File: config.mk
export PLATFORM = sky130hd
export DESIGN_NAME = disp_data_sel
export DESIGN_NICKNAME = d
export VERILOG_FILES = /design/src/rtl/disp_data_sel.sv
export SDC_FILE = /design/constraint.sdc
export NUM_CORES = 1
export LEC_CHECK = 0
export ABC_AREA = 1
export CAP_MARGIN = 20
export CORE_AREA = 10 10 127 129
export DETAILED_ROUTE_END_ITERATION = 16
export DIE_AREA = 0 0 137 139
export SLEW_MARGIN = 20
export SYNTH_ARGS = -nofsm -noshare
export SYNTH_HDL_FRONTEND = slang
export SYNTH_HIERARCHICAL = 1
export SYNTH_SLANG_ARGS = --single-unit
File: constraint.sdc
create_clock -name clk -period 1.45 [get_ports clk]
set_input_delay 0.29 -clock clk [delete_from_list [all_inputs] [get_ports clk]]
set_output_delay 0.29 -clock clk [all_outputs]
set_load 0.02 [all_outputs]
File: src/rtl/disp_data_sel.sv
// Display-data feeder: debounces the step and mode buttons, emits a one-cycle
// CPU step pulse, cycles the display mode and registers the 16-bit display word.

module disp_data_sel_btn #(
    parameter int DEBOUNCE = 1000000
) (
    input  logic clk,
    input  logic clr,
    input  logic i_btn,
    output logic o_press
);
    localparam int CNT_W = (DEBOUNCE > 1) ? $clog2(DEBOUNCE) : 1;
    localparam logic [CNT_W-1:0] CNT_MAX = CNT_W'(DEBOUNCE - 1);

    logic             r_s1;
    logic             r_s2;
    logic             r_stable;
    logic             r_press;
    logic [CNT_W-1:0] r_cnt;
    logic             w_accept;

    // A new level is accepted once it has differed for DEBOUNCE consecutive edges.
    assign w_accept = (r_s2 != r_stable) && (r_cnt == CNT_MAX);

    // NOTE: sequential state uses non-blocking assignments so every flop samples
    // pre-edge values; blocking here would collapse the synchronizer into one stage.
    always_ff @(posedge clk or posedge clr) begin
        if (clr) begin
            r_s1     <= 1'b0;
            r_s2     <= 1'b0;
            r_stable <= 1'b0;
            r_cnt    <= '0;
            r_press  <= 1'b0;
        end else begin
            r_s1 <= i_btn;
            r_s2 <= r_s1;
            if (r_s2 == r_stable) begin
                r_cnt <= '0;
            end else if (w_accept) begin
                r_stable <= r_s2;
                r_cnt    <= '0;
            end else begin
                r_cnt <= r_cnt + 1'b1;
            end
            // Only an accepted rising level is a press; releases stay silent.
            r_press <= w_accept && r_s2;
        end
    end

    assign o_press = r_press;
endmodule

module disp_data_sel #(
    parameter int DEBOUNCE = 1000000
) (
    input  logic        clk,
    input  logic        clr,
    input  logic        btn_step,
    input  logic        btn_mode,
    input  logic [31:0] pc,
    input  logic [31:0] next_pc,
    input  logic [4:0]  rs_addr,
    input  logic [31:0] rs_data,
    input  logic [4:0]  rt_addr,
    input  logic [31:0] rt_data,
    input  logic [31:0] alu_result,
    input  logic [31:0] db_data,
    output logic [15:0] disp_data,
    output logic        cpu_step,
    output logic [1:0]  mode
);
    logic        w_step_press;
    logic        w_mode_press;
    logic [15:0] w_sel;
    logic [1:0]  r_mode;
    logic [15:0] r_disp;
    logic        w_unused;

    disp_data_sel_btn #(.DEBOUNCE(DEBOUNCE)) u_step_btn (
        .clk     (clk),
        .clr     (clr),
        .i_btn   (btn_step),
        .o_press (w_step_press)
    );

    disp_data_sel_btn #(.DEBOUNCE(DEBOUNCE)) u_mode_btn (
        .clk     (clk),
        .clr     (clr),
        .i_btn   (btn_mode),
        .o_press (w_mode_press)
    );

    // NOTE: the default assignment before the case keeps this purely
    // combinational; a path that leaves w_sel unassigned would infer a latch.
    always_comb begin
        w_sel = {pc[7:0], next_pc[7:0]};
        case (r_mode)
            2'd1:    w_sel = {3'b000, rs_addr, rs_data[7:0]};
            2'd2:    w_sel = {3'b000, rt_addr, rt_data[7:0]};
            2'd3:    w_sel = {alu_result[7:0], db_data[7:0]};
            default: w_sel = {pc[7:0], next_pc[7:0]};
        endcase
    end

    always_ff @(posedge clk or posedge clr) begin
        if (clr) begin
            r_mode <= 2'd0;
            r_disp <= 16'h0000;
        end else begin
            if (w_mode_press) begin
                r_mode <= r_mode + 2'd1;
            end
            r_disp <= w_sel;
        end
    end

    assign disp_data = r_disp;
    assign cpu_step  = w_step_press;
    assign mode      = r_mode;

    // Only the low byte of each data bus is displayed.
    assign w_unused = &{1'b0, pc[31:8], next_pc[31:8], rs_data[31:8], rt_data[31:8],
                        alu_result[31:8], db_data[31:8]};
endmodule

# Yosys cells after proc, flatten, opt, wreduce, memory -nomap -nowiden

Cells that the tools add are included.

$add $sub $neg: 3
Equality and inequality tests: 9
Muxes and demuxes: 5
Bitwise logic cells: 2
Reduce and logical (&&, ||, !) cells: 6

Operators with widths:

| operator                                                        | count |
|---|---|
| 20-bit 2-to-1 mux                                               | 4 |
| 16-bit one-hot mux with 3 select lines                          | 1 |
| 20-bit by 1-bit adder with 20-bit output, second input constant | 2 |
| 20-bit == test, second input constant                           | 2 |
| 2-bit == test, second input constant                            | 2 |
| 1-bit logical AND                                               | 4 |
| 2-bit AND reduction                                             | 2 |
| 2-bit by 1-bit adder with 2-bit output, second input constant   | 1 |
| 1-bit == test                                                   | 2 |
| 2-bit by 1-bit == test with 1-bit output, second input constant | 1 |
| 1-bit inequality test                                           | 2 |
| 1-bit inverter                                                  | 2 |

Register bits: 66
Output and inout port bits: 19
Logic and storage cells: 37

# Depth between registers and ports, before layout

Gate-level depths: netlist of run 1.

Depth in word-level cells: 4
Depth in mapped cells: 9

# Hierarchy

The synthesis of run 1 kept the hierarchy.

By module, submodules not included:

| module            | instances | cells an instance | area an instance (um^2) |
|---|---|---|---|
| disp_data_sel_btn | 2         | 172               | 1355.0 |
| disp_data_sel     | 1         | 149               | 1039.7 |

# Worst setup path before layout of run 1

No wires, ideal clock.

Kind: reg2reg
From: register r_mode[0], in the netlist mode[0]
To: register r_disp[0], in the netlist disp_data[0]
Data arrival time: 1.259 ns
Required time: 1.334 ns
Setup slack: 0.075 ns
Stages on the path, launching flop included: 8
Path buffers: 1
Cells stage by stage: dfrtp_1 -> inv_1 -> ha_1 -> inv_2 -> buf_2 -> nand2_1 -> nor2_1 -> nor2_1

Cells in the longest elaborated chain, start to end: 2
Elaborated cells between the ends (all ways): 4
Classes of those cells: eq/ne: 3; mux: 1

Ends and longest elaborated chain:

| item                                                                             | line | RTL |
|---|---|---|
| start: declaration                                                               | 75   | `logic [1:0] r_mode;` |
| start signal: assignment                                                         | 111  | `r_mode <= r_mode + 2'd1;` |
| 2-bit == test / 2-bit by 1-bit == test with 1-bit output (equally long branches) | 97   | `case (r_mode)` |
| 16-bit one-hot mux with 3 select lines (*)                                       | 97   |  |
| net w_sel[0]                                                                     | 74   | `logic [15:0] w_sel;` |
| end signal: assignment                                                           | 113  | `r_disp <= w_sel;` |
| end: declaration                                                                 | 76   | `logic [15:0] r_disp;` |

Mark *: on every way through the listed nets, which the timed path passes. The rest lies on a longest branch.
A chain may end at the register's enable or synchronous reset.

# Worst setup path in the final report of run 1

From: register r_mode[0], in the netlist mode[0]
To: output port mode[0]

RTL lines:

| item             | line | RTL |
|---|---|---|
| end: declaration | 70   | `output logic [1:0] mode` |

No word-level cell between the ends.

==> run summary, run 1 <==
Placer Congestion: 0.8889
DR WL/cell: 13.68 microns
Hold Path Class: flip-flop to flip-flop
Post-Syn Nets: 705
Max cap viols: 0
Max-slew violations: 0
Vias in the first global route: 3508
Setup Crit Path Kind: flip-flop to output port
Largest net degree at the start of global routing: 30
Die height: 139 microns
Power consumption: 4559 uW
Power Density: 854.0 mW/mm^2
Seq/Total Area, Yosys: 44.04%
Clock Latency Late Sink: 330 ps
Final #Nets: 818
WP data arrival: 1110 ps
Crit-path cells: dlygate4sd2_1
Core area: 0.01367 sq mm
Leading cell types in the layout, fill and taps excluded: nand2_1, nor2_1, dfrtp_1
Final Critical Period: 1405 ps
Antenna viol nets, final: 0
IR Drop Worst-Case VDD: 0.5142 mV
I/O Pins: 225
P_leak: 0.002355 uW
Via-per-instance ratio: 4.417
CTS Buf Count: 9
Clock buffer depth: 2
Netlist cell types: 26
Final hold vios: 0
Placed inst area: 0.004925 sq mm
Final core occ: 39.07%
Dpl cells: 770
Synth Register Bits: 66
Critical Path RT: 1160 ps
FF-to-FF setup slack: 80 ps
Commonest non-fill, non-tap cell in the layout: nand2_1
Initial Utilization: 27.44%
Startpoint Class: flip-flop
Initial antenna violation count: 0
Global route overflow: 0
CP Capture Type: output port
Die area: 0.01904 sq mm
R2r endpoint: u_mode_btn/r_cnt[19]$_DFF_PP0_
Final setup fails: 0
Crit path buffers/inverters: 1
RSZ-0062 raised after global routing: no
Die Wd: 137 microns
Critical path's slowest cell: dfrtp_2
Fin cells: 791
Period utilisation layout: 96.88%
Iteration-0 DRC Markers: 216
# rows: 43
Post-CTS Hold Fix Bufs: 0
Hold Slack: 346.5 ps
Outcome: finished, final reports clean
Pre-Repair DR Iteration Count: 4
WHS Endpoint: u_mode_btn/r_s2$_DFF_PP0_
Worst hold stages: 0
Hold Path Origin: u_mode_btn/r_s1$_DFF_PP0_
GRT Total Usage: 11.45%
Cell count after synthesis: 493
Slew at the pin closest to its max-slew limit: 348.5 ps
P&R area growth vs syn: 42.38%
HPWL after detailed placement: 8099 microns
Maximum clock rate: 711.9 MHz
IO buf count: 80
Slowest stage delay, CP: 440 ps
Cell Area, Synth: 0.003750 sq mm
CP delay by family, top: flip-flops
Proportion of layout cells with a drive suffix above 1: 19.48%
DR vias: 3494
Largest fanout on the critical path: 5
H-tree depth: 3
Post-Route WL: 10820 microns
ANT cells: 0
CTS tree: done
Reg2reg start: u_mode_btn/r_cnt[12]$_DFF_PP0_
Worst reg-to-reg path cell count: 7
Clock transition at path regs: 50 ps
Post-route DRC: 0
YS warnings: 6
Root Driver: clkbuf_16
First-pass GRT wire length: 17540 microns
Max_slew headroom: 76.77%
Clk sink count: 66
Final Skew: 3.544 ps
Final instance area: 0.005339 sq mm
Avg Cell Area, Syn: 7.606 sq um
## Yosys cell counts
cell type    n  area share [%]
nand2_1    134              13
nor2_1     100              10
dfrtp_1     66              44
inv_1       39             3.9
nand3_1     33             4.4
nor2_2      17             2.8
xor2_1      15             3.5
nand2_2     12             2.0
nand4_1     12             2.0
ha_1         6             2.0
nand3_2      6             1.6
nor2_4       6             1.8
nor3_1       6            0.80
buf_6        5             1.5
inv_2        5            0.50
o21ai_0      5            0.67
a21oi_1      4            0.53
o21ai_1      4            0.53
xnor2_1      4            0.93
buf_4        3            0.60
clkbuf_8     2            0.73
clkinv_1     2            0.20
nor3_2       2            0.53
o21ai_2      2            0.47
or2_2        2            0.33
buf_2        1            0.13
## per-stage QoR
stage                     TNS, ps  worst slack (ps)
after floorplan                 0             75.26
after detailed placement   -342.0            -61.59
after CTS                  -6.209            -6.209
after global placement     -303.6            -56.15
after global routing            0             1.022
final                           0             45.27
## logic make-up after synthesis
group / share of synthesized area (%)
flops: 44.04
buf+inv: 7.574
simple gates: 39.74
compound gates: 2.202
fa+ha+maj: 2.002
xor+xnor: 4.438
## sequential cells by signal, indices dropped and copies added, names as in the netlist
register,count
u_mode_btn/r_cnt,20
u_step_btn/r_cnt,20
disp_data,16
mode,2
u_mode_btn/o_press,1
u_mode_btn/r_s1,1
u_mode_btn/r_s2,1
u_mode_btn/r_stable,1
u_step_btn/o_press,1
u_step_btn/r_s1,1
u_step_btn/r_s2,1
u_step_btn/r_stable,1
## routing by layer
layer	routed length (microns)	GRT usage, %
met2	5143	18.50
met4	169	3.996
met1	4996	14.25
met5	0	0
met3	512	3.043
## final cells by class
class,instances,area [sq um]
Tap cell,180,225.2
Sequential cell,66,1654
Clock inverter,4,50.05
Inverter,46,176.4
Clock buffer,12,256.5
Fill cell,1400,8327
Multi-Input combinational cell,370,1884
Timing Repair Buffer,113,1092
## timing repair
item                       in CTS  in global routing
setup endpoints to repair      30                 56
setup buffers                   0                  4
pin swaps                       0                  1
gates cloned                    0                  1
gates resized for setup        21                 21
## worst max-delay path by stage
stage,slack [ps],start,cells after the start,end
floorplan,80,mode[0]$_DFFE_PP0P_,7,disp_data[0]$_DFF_PP0_
global placement,-60,u_mode_btn/r_cnt[15]$_DFF_PP0_,9,u_mode_btn/r_cnt[17]$_DFF_PP0_
detailed placement,-60,u_mode_btn/r_cnt[15]$_DFF_PP0_,9,u_mode_btn/r_cnt[19]$_DFF_PP0_
CTS,-6,u_step_btn/r_cnt[1]$_DFF_PP0_,7,u_step_btn/r_cnt[14]$_DFF_PP0_
global route,1,u_mode_btn/r_cnt[0]$_DFF_PP0_,8,u_mode_btn/r_cnt[16]$_DFF_PP0_
finish,50,mode[0]$_DFFE_PP0P_,1,mode[0]
## power by group
group | switching [uW] | internal [uW]
clock network | 819 | 1420
logic | 181 | 232
registers | 21.6 | 1880
total | 1020 | 3540
Note: power is estimated with default switching activity, not from simulation.
==> run 2, diff against run 1 <==
Settings changed: CTS_CLUSTER_DIAMETER from default to 30, PLACE_DENSITY from default to 0.71.
==> run 2 against run 1 <==
  * Clock power barely moved
  * Register-to-register slack improved by 60 ps
  * Cell count fell by 1.8%
  * Critical path depth did not move
  * Cell area fell by 2.7%
  * Utilization fell by 1.1 points
  * Global-route usage fell by 0.47 points
  * Sequential share of layout area rose by 0.87 points
  * Critical path type unchanged
  * Count of clock-buffer cells in the layout rose by 1
  * Worst setup slack improved by 7.1 ps
==> run summary, run 2 (same netlist as run 1, synthesis figures left out) <==
CTS Buf Count: 9 (unchanged)
I/O Pins: 225 (unchanged)
Crit path buffers/inverters: 1 (unchanged)
ANT cells: 0 (unchanged)
Proportion of layout cells with a drive suffix above 1: 16.75% (was 19.48%)
DR WL/cell: 12.99 microns (was 13.68 microns)
Pre-Repair DR Iteration Count: 5 (was 4)
Worst hold stages: 0 (unchanged)
Via-per-instance ratio: 4.362 (was 4.417)
Max-slew violations: 0 (unchanged)
Critical path depth: 1 (unchanged)
Setup Crit Path Kind: flip-flop to output port (unchanged)
Global route overflow: 0 (unchanged)
Post-Route WL: 10090 microns (was 10820 microns)
Placed inst area: 0.004845 sq mm (was 0.004925 sq mm)
Max_slew headroom: 76.38% (was 76.77%)
Fin worst setup slack: 52.38 ps (was 45.27 ps)
Slew at the pin closest to its max-slew limit: 354.2 ps (was 348.5 ps)
H-tree depth: 3 (unchanged)
Final #Nets: 805 (was 818)
Leading cell types in the layout, fill and taps excluded: nand2_1, nor2_1, dfrtp_1 (unchanged)
Max cap viols: 0 (unchanged)
Clock Latency Late Sink: 340 ps (was 330 ps)
# rows: 43 (unchanged)
Maximum clock rate: 715.5 MHz (was 711.9 MHz)
Core area: 0.01367 sq mm (unchanged)
CTS tree: done (unchanged)
CP delay by family, top: flip-flops (unchanged)
Final instance area: 0.005192 sq mm (was 0.005339 sq mm)
Power Density: 874.2 mW/mm^2 (was 854.0 mW/mm^2)
Storage element area: 0.001654 sq mm (unchanged)
Worst reg-to-reg path cell count: 7 (unchanged)
Critical path's slowest cell: dfrtp_2 (unchanged)
Initial Utilization: 27.44% (unchanged)
Area of the multi-input gates: 0.001859 sq mm (was 0.001884 sq mm)
Post-route DRC: 0 (unchanged)
Antenna viol nets, final: 0 (unchanged)
Slowest stage delay, CP: 430 ps (was 440 ps)
Startpoint Class: flip-flop (unchanged)
First-pass GRT wire length: 16650 microns (was 17540 microns)
Hold Slack: 350.1 ps (was 346.5 ps)
IR Drop Worst-Case VDD: 0.5221 mV (was 0.5142 mV)
Clock transition at path regs: 50 ps (about the same)
GRT Total Usage: 10.98% (was 11.45%)
Die Wd: 137 microns (unchanged)
IO buf count: 80 (unchanged)
Commonest non-fill, non-tap cell in the layout: nand2_1 (unchanged)
P&R area growth vs syn: 38.47% (was 42.38%)
Vias in the first global route: 3400 (was 3508)
Power consumption: 4539 uW (was 4559 uW)
DR vias: 3389 (was 3494)
Final Critical Period: 1398 ps (was 1405 ps)
Iteration-0 DRC Markers: 189 (was 216)
Outcome: finished, final reports clean (unchanged)
Period utilisation layout: 96.39% (was 96.88%)
Die area: 0.01904 sq mm (unchanged)
Final setup fails: 0 (unchanged)
Critical Path RT: 1160 ps (about the same)
Initial antenna violation count: 0 (unchanged)
Clk sink count: 66 (unchanged)
Placer Congestion: 0.9073 (was 0.8889)
Fill cell count: 1409 (was 1400)
Largest net degree at the start of global routing: 30 (unchanged)
Hold Path Class: flip-flop to flip-flop (unchanged)
Crit-path cells: dlygate4sd2_1 (unchanged)
Final hold vios: 0 (unchanged)
WP data arrival: 1110 ps (about the same)
Pre-CTS setup slack: -59.49 ps (was -61.59 ps)
Final Skew: 5.817 ps (was 3.544 ps)
HPWL after detailed placement: 7770 microns (was 8099 microns)
Clock buffer depth: 2 (unchanged)
CP Capture Type: output port (unchanged)
Die height: 139 microns (unchanged)
P_leak: 0.002282 uW (was 0.002355 uW)
Root Driver: clkbuf_16 (unchanged)
Fin Setup TNS: 0 ps (unchanged)
RSZ-0062 raised after global routing: no (unchanged)
Largest fanout on the critical path: 5 (unchanged)
-- run 2: cell types whose count changed in the layout (fill, tap and decap cells not counted), moves of 2 or more --
cell     previous run  this run
nand2_1           131       133
nand2_2            15        13
buf_4              28        16
nor2_1             96        98
-- run 2: what timing repair did --
action / in CTS / in global routing
pin swaps: 0 / 2
resized for setup: 20 / 16
hold buffers: 0 / 0
endpoints found under the hold margin: 0 / 0
buffers inserted: 0 / 1
endpoints found under the setup margin: 24 / 36
-- run 2: cell type report --
type / count / share of cell area (%)
well taps: 180 / 4.337
multi-input cells: 370 / 35.81
clock inverters: 2 / 0.6747
inverters: 46 / 3.470
repair buffers: 100 / 18.65
flip-flops and latches: 66 / 31.86
clock buffers: 13 / 5.205
-- run 2: layer usage --
metal | global-route usage, % | routed length, microns | share of wire (%) | vias up
met2 | 17.64 | 4786 | 47 | 96
met3 | 3.587 | 751 | 7.4 | 15
met1 | 13.33 | 4389 | 43 | 1553
li1 | - | - | - | 1725
met5 | 0 | 0 | 0 | -
met4 | 3.885 | 163 | 1.6 | 0
-- run 2: through the flow --
stage	instances	utilization, %
finish	777	38.00
global route	777	38.00
CTS	776	37.53
detailed placement	761	35.45
global placement	761	35.45
floorplan	493	-
-- run 2: power breakdown --
part	switching, uW	leakage (uW)	internal [uW]
logic	169	0.00126	230
clock network	776	0.000152	1460
registers	21.5	0.000867	1890
total	966	0.00228	3570
-- run 2: worst paths after layout --
check | from | endpoint | slack (ps)
worst max-delay path | mode[0]$_DFFE_PP0P_ | mode[0] | 50
worst min-delay path | u_mode_btn/r_s1$_DFF_PP0_ | u_mode_btn/r_s2$_DFF_PP0_ | 350
worst max register to register | u_step_btn/r_cnt[10]$_DFF_PP0_ | u_step_btn/r_cnt[6]$_DFF_PP0_ | 140
worst min register to register | u_mode_btn/r_s1$_DFF_PP0_ | u_mode_btn/r_s2$_DFF_PP0_ | 350
max in group asynchronous | clr | mode[0]$_DFFE_PP0P_ | 820
min in group asynchronous | clr | mode[1]$_DFFE_PP0P_ | 400
==> run 3, diff against run 2 <==
Settings changed: CORE_AREA 10 10 127 129 to 2 2 119 121, DIE_AREA 0 0 137 139 to 0 0 121 123.
==> run 3 against run 2 <==
  * Worst hold slack lost 1.9 ps
  * Wire length down 5.2%
  * Global-route usage increased by 2.9 points
  * Non-clock buffer count shrank 1
  * Via count rose by 0.15%
  * Critical path type unchanged
  * Cell count is the same
==> run summary, run 3 (same netlist as run 1, synthesis figures left out) <==
Worst reg-to-reg path cell count: 8 (was 7)
Clock transition at path regs: 50 ps (about the same)
I/O Pins: 225 (unchanged)
CP Capture Type: output port (unchanged)
Final Skew: 3.796 ps (was 5.817 ps)
Critical Path RT: 1160 ps (about the same)
Post-route DRC: 0 (unchanged)
Clk sink count: 66 (unchanged)
Storage element area: 0.001657 sq mm (was 0.001654 sq mm)
Crit path buffers/inverters: 1 (unchanged)
H-tree depth: 3 (unchanged)
Largest fanout on the critical path: 4 (was 5)
First-pass GRT wire length: 16130 microns (was 16650 microns)
Largest net degree at the start of global routing: 30 (unchanged)
Post-Route WL: 9568 microns (was 10090 microns)
Initial antenna violation count: 0 (unchanged)
Critical path depth: 1 (unchanged)
Setup Crit Path Kind: flip-flop to output port (unchanged)
Commonest non-fill, non-tap cell in the layout: nand2_1 (unchanged)
Slowest stage delay, CP: 420 ps (was 430 ps)
ANT cells: 0 (unchanged)
R2r endpoint: u_mode_btn/r_cnt[16]$_DFF_PP0_ (was u_step_btn/r_cnt[6]$_DFF_PP0_)
Vias in the first global route: 3458 (was 3400)
Via-per-instance ratio: 4.368 (was 4.362)
IR Drop Worst-Case VDD: 0.5126 mV (was 0.5221 mV)
# rows: 43 (unchanged)
DR vias: 3394 (was 3389)
IO buf count: 80 (unchanged)
WP data arrival: 1080 ps (was 1110 ps)
Die area: 0.01488 sq mm (was 0.01904 sq mm)
DR WL/cell: 12.31 microns (was 12.99 microns)
Clock Latency Late Sink: 330 ps (was 340 ps)
FF-to-FF setup slack: 120 ps (was 140 ps)
Critical path's slowest cell: dfrtp_2 (unchanged)
Max-slew violations: 0 (unchanged)
Die height: 123 microns (was 139 microns)
Reg2reg start: u_mode_btn/r_cnt[1]$_DFF_PP0_ (was u_step_btn/r_cnt[10]$_DFF_PP0_)
CP delay by family, top: flip-flops (unchanged)
Leading cell types in the layout, fill and taps excluded: nand2_1, nor2_1, dfrtp_1 (unchanged)
Pre-Repair DR Iteration Count: 4 (was 5)
Startpoint Class: flip-flop (unchanged)
Hold Path Class: flip-flop to flip-flop (unchanged)
WHS Endpoint: u_mode_btn/r_s2$_DFF_PP0_ (unchanged)
CTS Buf Count: 9 (unchanged)
Antenna viol nets, final: 0 (unchanged)
Global route overflow: 0 (unchanged)
Clock buffer depth: 2 (unchanged)
Final Critical Period: 1370 ps (was 1398 ps)
Max cap viols: 0 (unchanged)
Final setup fails: 0 (unchanged)
Area of the multi-input gates: 0.001854 sq mm (was 0.001859 sq mm)
Final hold vios: 0 (unchanged)
Maximum clock rate: 729.9 MHz (was 715.5 MHz)
Post-CTS Hold Fix Bufs: 0 (unchanged)
Worst hold stages: 0 (unchanged)
Crit-path cells: dlygate4sd2_1 (unchanged)
Outcome: finished, final reports clean (unchanged)
HPWL after detailed placement: 7153 microns (was 7770 microns)
Fill cell count: 1412 (was 1409)
CTS tree: done (unchanged)
CP startpoint: mode[0]$_DFFE_PP0P_ (unchanged)
Initial Utilization: 27.55% (was 27.44%)
Hold Path Origin: u_mode_btn/r_s1$_DFF_PP0_ (unchanged)
Power Density: 861.8 mW/mm^2 (was 874.2 mW/mm^2)
Die Wd: 121 microns (was 137 microns)
Proportion of layout cells with a drive suffix above 1: 17.09% (was 16.75%)
Iteration-0 DRC Markers: 219 (was 189)
Fin worst setup slack: 79.93 ps (was 52.38 ps)
Pre-CTS setup slack: -58.61 ps (was -59.49 ps)
P_leak: 0.002273 uW (was 0.002282 uW)
P&R area growth vs syn: 37.67% (was 38.47%)
Power consumption: 4449 uW (was 4539 uW)
Max_slew headroom: 78.58% (was 76.38%)
Core area: 0.01361 sq mm (was 0.01367 sq mm)
GRT Total Usage: 13.85% (was 10.98%)
Final #Nets: 804 (was 805)
Period utilisation layout: 94.49% (was 96.39%)
Root Driver: clkbuf_16 (unchanged)
Slew at the pin closest to its max-slew limit: 321.3 ps (was 354.2 ps)
Final core occ: 37.93% (was 38.00%)
Placer Congestion: 0.9190 (was 0.9073)
run 3: cell count changes in the layout (fill, tap and decap cells not counted), sizes merged:
cell      previous run  this run
clkinv               1         6
clkbuf              13        11
clkinvlp             2         0
buf                 20        19
run 3: area by class of cell:
type,instances,share of cell area [%]
multi-input cells,370,35.92
flip-flops and latches,66,32.09
repair buffers,99,18.54
clock buffers,11,4.702
well taps,180,4.363
inverters,46,3.345
clock inverters,5,1.042
run 3: worst max path at each step:
stage | to | slack, ps
2_1_floorplan | disp_data[0]$_DFF_PP0_ | 80
3_3_place_gp | disp_data[7]$_DFF_PP0_ | -10
3_5_place_dp | disp_data[7]$_DFF_PP0_ | -60
4_1_cts | u_step_btn/o_press$_DFF_PP0_ | 3
5_1_grt | u_mode_btn/r_cnt[18]$_DFF_PP0_ | -20
6_report | mode[0] | 80
run 3: layer usage:
layer / GRT usage, % / part of all wire (%)
met1: 17.90 / 46
met4: 3.706 / 0.89
met2: 22.33 / 47
met3: 4.520 / 6.7
met5: 0 / 0
run 3: metrics by stage:
step                hold slack (ps)  setup TNS (ps)  area, sq um  cells
floorplan                     228.6               0         3750    493
global placement              333.1          -13.84         4822    758
detailed placement            337.8          -60.94         4822    758
CTS                           349.4               0         5097    774
global route                  358.5          -17.12         5162    777
finish                        348.2               0         5162    777
run 3: where the power goes:
part / internal (uW) / total [uW] / switching (uW) / leakage, uW
clock: 1370 / 2150 / 778 / 0.000149
sequential: 1890 / 1910 / 20.8 / 0.000864
combinational: 224 / 394 / 170 / 0.00126
total: 3480 / 4450 / 969 / 0.00227
run 3: what timing repair did:
action | CTS | global route
setup buffers | 0 | 3
resized for setup | 20 | 16
pin swaps | 0 | 0
endpoints found under the setup margin | 21 | 34
